$ cat src/rtl/cmd_byte_fifo.sv
// cmd_byte_fifo: show-ahead command-byte FIFO between the serial receiver and control_unit.
// Define CMD_FIFO_ALMOST_FULL_EN to get a registered almost_full backpressure flag.
module cmd_byte_fifo #(
    parameter int DEPTH              = 16,
    parameter int ALMOST_FULL_MARGIN = 4
) (
    input  logic                     clk,
    input  logic                     reset,
    input  logic [7:0]               rx_byte,
    input  logic                     rx_valid,
    input  logic                     flush,
    output logic [7:0]               out_byte,
    output logic                     out_ready,
    input  logic                     next,
    output logic [$clog2(DEPTH):0]   count,
    output logic                     overflow,
    output logic                     underflow,
    output logic                     almost_full
);
    localparam int AW = $clog2(DEPTH);
    localparam int CW = AW + 1;

    if (DEPTH < 2 || (DEPTH & (DEPTH - 1)) != 0 || ALMOST_FULL_MARGIN < 1 || ALMOST_FULL_MARGIN >= DEPTH) begin : g_param_check
        $error("cmd_byte_fifo: illegal DEPTH or ALMOST_FULL_MARGIN");
    end

    logic [7:0]    r_mem [DEPTH];
    logic [AW-1:0] r_wr_ptr;
    logic [AW-1:0] r_rd_ptr;
    logic [CW-1:0] r_count;
    logic          r_overflow;
    logic          r_underflow;

    logic          w_full;
    logic          w_empty;
    logic          w_pop;
    logic          w_push;
    logic [CW-1:0] w_count_nxt;

    assign w_full      = r_count == CW'(DEPTH);
    assign w_empty     = r_count == '0;
    assign w_pop       = next && !w_empty;
    // A full FIFO still accepts a byte when the head leaves in the same cycle
    assign w_push      = rx_valid && (!w_full || w_pop);
    assign w_count_nxt = r_count + CW'(w_push) - CW'(w_pop);

    always_ff @(posedge clk or negedge reset) begin
        if (!reset) begin
            r_wr_ptr    <= '0;
            r_rd_ptr    <= '0;
            r_count     <= '0;
            r_overflow  <= 1'b0;
            r_underflow <= 1'b0;
        end else if (flush) begin
            r_wr_ptr    <= '0;
            r_rd_ptr    <= '0;
            r_count     <= '0;
            r_overflow  <= 1'b0;
            r_underflow <= 1'b0;
        end else begin
            r_wr_ptr    <= w_push ? r_wr_ptr + 1'b1 : r_wr_ptr;
            r_rd_ptr    <= w_pop ? r_rd_ptr + 1'b1 : r_rd_ptr;
            r_count     <= w_count_nxt;
            r_overflow  <= r_overflow || (rx_valid && !w_push);
            r_underflow <= next && w_empty;
        end
    end

    always_ff @(posedge clk) begin
        if (w_push && !flush) r_mem[r_wr_ptr] <= rx_byte;
    end

`ifdef CMD_FIFO_ALMOST_FULL_EN
    logic r_almost_full;

    always_ff @(posedge clk or negedge reset) begin
        if (!reset)     r_almost_full <= 1'b0;
        else if (flush) r_almost_full <= 1'b0;
        else            r_almost_full <= w_count_nxt >= CW'(DEPTH - ALMOST_FULL_MARGIN);
    end

    assign almost_full = r_almost_full;
`else
    assign almost_full = 1'b0;
`endif

    assign out_byte  = r_mem[r_rd_ptr];
    assign out_ready = !w_empty;
    assign count     = r_count;
    assign overflow  = r_overflow;
    assign underflow = r_underflow;
endmodule

$ cat config.mk
export PLATFORM = sky130hd
export DESIGN_NAME = cmd_byte_fifo
export DESIGN_NICKNAME = d
export VERILOG_FILES = /design/src/rtl/cmd_byte_fifo.sv
export SDC_FILE = /design/constraint.sdc
export NUM_CORES = 1
export LEC_CHECK = 0
export BUFFER_PORTS_ARGS = -buffer_cell sky130_fd_sc_hd__buf_4
export CORE_UTILIZATION = 51
export CTS_CLUSTER_DIAMETER = 200
export DETAILED_ROUTE_END_ITERATION = 16
export MAX_ROUTING_LAYER = met4
export PLACE_DENSITY = 0.74
export SKIP_LAST_GASP = 1
export SLEW_MARGIN = 10
export SYNTH_ARGS = -nofsm -noshare
export SYNTH_HDL_FRONTEND = slang
export SYNTH_SLANG_ARGS = --single-unit
$ cat constraint.sdc
create_clock -name clk -period 4.2 [get_ports clk]
set_clock_uncertainty 0.1 [all_clocks]
set_input_delay 0 -clock clk [delete_from_list [all_inputs] [get_ports clk]]
set_output_delay 0 -clock clk [all_outputs]
set_load 0.005 [all_outputs]
# Word level (Yosys, flattened, before mapping)
# Memory sizes are Yosys's and may differ from the RTL's.
# Index checks and enable logic that the tools add are counted.
[op_classes] add_sub_neg=4 n_mul=0 div_mod_pow=0 n_lt_le_gt_ge=0 eq_ne=1 shift=0 mux=9 bitwise=0 n_reduce_logical=14
[ops] cell="2-to-1 mux 4 bit" count=4
[ops] cell="adder 4 x 1 -> 4 bit (second input constant)" count=2
[ops] cell="adder 5 x 1 -> 5 bit" count=1
[ops] cell="equality test 5 bit (second input constant)" count=1
[ops] cell="logical AND 1 bit" count=5
[ops] cell="logical NOT 5 bit" count=1
[ops] cell="2-to-1 mux 5 bit" count=1
[ops] cell="subtractor 5 x 1 -> 5 bit" count=1
[ops] cell="logical NOT 1 bit" count=4
[ops] cell="2-to-1 mux 1 bit" count=4
[ops] cell="nonzero test 2 bit" count=2
[ops] cell="logical OR 1 bit" count=2
[word_totals] ff_bits=15 latchBits=0 ramBits=128 romBits=0 output_inout_bits=17 wordCells=34 mem_count=1
[mem_list] memory="r_mem" words=16 width=8 rd=1 rd_clocked_by_memory_dff=0 write_ports=1 line_no="27" rtl="logic [7:0] r_mem [DEPTH];"

# Depth between registers and ports, before layout
[logic_depth] word_depth=9 mapped_depth=12 mapped_depth_nobuf=11

# Worst setup path before layout
# No wires, ideal clock.
[synth_timing] path_type="reg2reg" start="reg r_count[3], in the netlist count[3]" end="reg r_count[4], in the netlist count[4]" setup_time_ns=0.077 arrival_ns=2.631 required_time_ns=4.023 slack_ns=1.392 stages_incl_launch_ff=12 cell_sequence="dfrtp_1 > inv_1 > ha_1 > or3b_2 > o21ai_2 > mux2i_1 > ha_1 > fa_1 > a21oi_1 > nor2_1 > or3_1 > a21oi_1"
[synth_via] elab_chain_cells=8 word_cells_on_any_way=10 cone_classes="add/sub (2); eq/ne (1); mux (1); reduce/logical (6)"
[synth_lines] item="start: declaration" line_no="30" rtl="logic [CW-1:0] r_count;"
[synth_lines] item="start signal: assignment" line_no="63" rtl="r_count <= w_count_nxt;"
[synth_lines] item="logical NOT 5 bit" line_no="41" rtl="assign w_empty = r_count == '0;"
[synth_lines] item="logical NOT 1 bit" line_no="42" rtl="assign w_pop = next && !w_empty;"
[synth_lines] item="logical AND 1 bit" line_no="42"
[synth_lines] item="logical OR 1 bit" line_no="44" rtl="assign w_push = rx_valid && (!w_full || w_pop);"
[synth_lines] item="logical AND 1 bit" line_no="44"
[synth_lines] item="adder 5 x 1 -> 5 bit" line_no="45" rtl="assign w_count_nxt = r_count + CW'(w_push) - CW'(w_pop);"
[synth_lines] item="subtractor 5 x 1 -> 5 bit *" line_no="45"
[synth_lines] item="2-to-1 mux 5 bit *" line_no="54" rtl="end else if (flush) begin"
# Mark *: on every way between the ends. The rest lies on a longest branch, timed or not.
# A chain may end at the register's enable or synchronous reset.

# Worst setup path in the final report
[layout_timing] start="reg r_count[2], in the netlist count[2]" end="reg r_count[4], in the netlist count[4]"
# The elaborated chain is that of the path after synthesis.

==> results by group <==
Clocking
  – Worst-path clk slew: 0.06 ns
  – Clk sink count: 143
  – Clk_lat worst skew: a little over 0.4 ns
  – Cts repair resizes: 0
  – Root Driver: clkbuf_16
  – CTS tree: built
  – H-Tree Depth: 4
  – Num CTS Buffers: 17
  – CTS Buffer Depth: 2

Power
  – Power density over the cells: 558 mW/mm2
  – Lkg Pwr: 2.40 nW
  – Pwr Total: 3.88 mW
  – Peak VDD IR: 0.316 mV

Synthesis
  – Largest family of logic cells by synthesized area: multiplexers
  – Cell taking the most area after synthesis: edfxtp_1
  – XOR/XNOR Fraction of Synth Area: 1.32%
  – Top post-synthesis cells by count: 128 x edfxtp_1, 34 x mux2i_1, 23 x nor2_1
  – Area contributors post-synth: edfxtp_1 64%, dfrtp_1 6.3%, mux4_2 6.0%
  – Syn Inst Count: ~340
  – Post-Synth Adder-Cell Area: around 2.4%
  – Most common cell in the netlist: edfxtp_1
  – Syn Area/Cell: 17.4 um2
  – EDFF count, synth: 128
  – Compound-gate portion of the synthesized area: under 10%
  – #FFs+latches synth: 143
  – Simple-gate share of the synthesized area: 4.87%
  – Yosys warns: 0
  – Netlist cell types: 41
  – Seq/Total Area, Yosys: a little over two thirds
  – Yosys top cell area share: 64.5%
  – Post-Syn Area: 0.00596 mm2
  – Mux contribution to synthesized area: a little under an eighth
  – Post-Syn Nets: 367
  – Asr flop ratio synth: 10.5%
  – Top_reg_cell synth: edfxtp_1

Global route
  – Gr usage total: 21.9%
  – Number of global-route vias before repair: 3201
  – First-pass GRT wire length: 17.9 mm
  – Initial antenna violation count: 0
  – Grt ovf: 0
  – Largest net degree at the start of global routing: 52

Routing
  – Drc violations: 0
  – Routed length per instance: 21.4 um
  – DR iter-0 viols: 268
  – Detailed Routing Iterations Pass 1: 4
  – Antenna violation net count after detailed routing: 0
  – Via count: 3168
  – Drt total wl: 11.7 mm
  – Via/cell ratio: 5.80

Placement
  – Pre-CTS WS: 1.17 ns
  – Cell Area, Placed: approximately 0.0063 mm2
  – DPL Wire Length: 7.17 mm
  – Port Buffer Count: 28
  – GP Congestion: a little over 0.8

Timing
  – Worst slew pin tran: slightly above 0.9 ns
  – Period minus WS final: 3.06 ns
  – Final Hold Viols: 0
  – Normalized max-slew margin: a little under 40%
  – Max-slew violations: 0
  – Sum of negative setup slack: 0 ns
  – RSZ-0062 raised after global routing: false
  – Worst setup margin: 1.14 ns
  – Period utilization: roughly 73%
  – Final setup viols: 0
  – Fmax: between 300 and 400 MHz

Final layout
  – Final core utilization: 60.9%
  – Share of layout cells above drive strength 1: 22.6%
  – Area grow syn2layout: 16.6%
  – # fillers: 833
  – Design area: 0.00695 mm2
  – Nets: 414
  – Diode count: 0

Floorplanning
  – Core Area: 0.0114 mm2
  – Die H: 110 um
  – DIE AREA: about 0.012 mm2
  – Die X: 110 um
  – Row Count: 39
  – Starting Density: 52.2%
  – Num ports: 30

Run
  – Max_cap viols: 0

Outcome
  – Status: complete, no violations

Setup path
  – Crit Path Class: reg -> reg
  – Startpoint Class: flip-flop
  – Maximum fanout along the worst path: 7
  – Worst setup EP type: flip-flop
  – WP data required: 4.44 ns
  – Crit path DAT: 3.30 ns

Min path
  – Hold crit path type: in -> reg
final cells by class:
cell class | count | area (um2) | share of cell area, %
clock buffers | 18 | 429 | 6.17
well taps | 143 | 179 | 2.57
multi-input cells | 174 | 1560 | 22.4
inverters | 7 | 26.3 | 0.378
repair buffers | 47 | 398 | 5.72
clock inverters | 14 | 141 | 2.03
flip-flops and latches | 143 | 4220 | 60.7
routing by layer:
layer,share of wire [%],global-route usage (%),up-vias
li1,-,-,1439
met1,41,29.6,1611
met2,51,32.7,107
met3,6.9,5.35,11
met4,1.3,7.99,0
met5,0,-,-
sequential cells by signal, summed over array words and instances, names as in the netlist:
name,flops
r_rd_ptr,4
overflow,1
underflow,1
r_wr_ptr,4
count,5
r_mem,128
worst max-delay path, stage by stage, from the launching register on:
cell,delay (ns)
dfrtp_1,0.41
inv_1,0.11
ha_1,0.18
or4b_1,0.60
nand2_2,0.17
mux2i_1,0.09
ha_1,0.23
fa_1,0.41
a21oi_1,0.16
nor2_1,0.06
or3_1,0.34
a21oi_1,0.14
repair_timing:
action / 4_1_cts / 5_1_grt
hold buffers: 13 / 0
endpoints found under the hold margin: 158 / 0
buffers inserted: 0 / 0
placed cells by master (no fill, tap or decap), types with 2 or more instances in the layout:
cell and count:
nor3b_1 2, inv_6 2, a22oi_1 8, xor2_1 4, bufinv_16 2, clkinv_2 4, mux2i_1 34, clkinv_4 2
nor2b_1 4, nor2_1 23, ha_1 10, clkinvlp_4 3, dfrtp_1 14, clkinv_1 2, mux4_2 16, nand3_1 4
buf_4 33, clkbuf_16 17, xnor2_1 5, nand2b_1 3, nand2_1 14, o21ai_0 9, edfxtp_1 128, dlygate4sd3_1 13
a221oi_1 12, inv_1 6, nor3_1 4, a221oi_2 4, a21oi_1 4
cell families after synthesis:
family          count (synthesis)
other cells                     1
flops                         143
simple gates                   60
fa+ha+maj                      11
compound gates                 43
buf+inv                        26
mux                            50
xor+xnor                        9
per-stage QoR:
step | hold slack [ns] | instances
floorplan | -0.396 | 343
global placement | -0.238 | 501
detailed placement | -0.238 | 501
CTS | 0.316 | 546
global route | 0.359 | 546
finish | 0.330 | 546
power breakdown:
group / internal [mW] / total, mW / switching [mW]
logic: 0.404 / 0.794 / 0.390
registers: 1.60 / 1.65 / 0.0544
clock network: 0.871 / 1.44 / 0.564
worst paths after layout:
kind / startpoint / endpoint / slack [ns] / depth (start not counted)
max in group asynchronous: reset / r_rd_ptr[0] / 2.90 / 3
setup / recovery: count[2] / count[4] / 1.14 / 11
setup reg to reg: count[2] / count[4] / 1.14 / 11
min in group asynchronous: reset / count[2] / 0.61 / 3
hold reg to reg: overflow / overflow / 0.40 / 2
hold / removal: flush / count[4] / 0.33 / 3
Power figures use the tool's default switching activity.
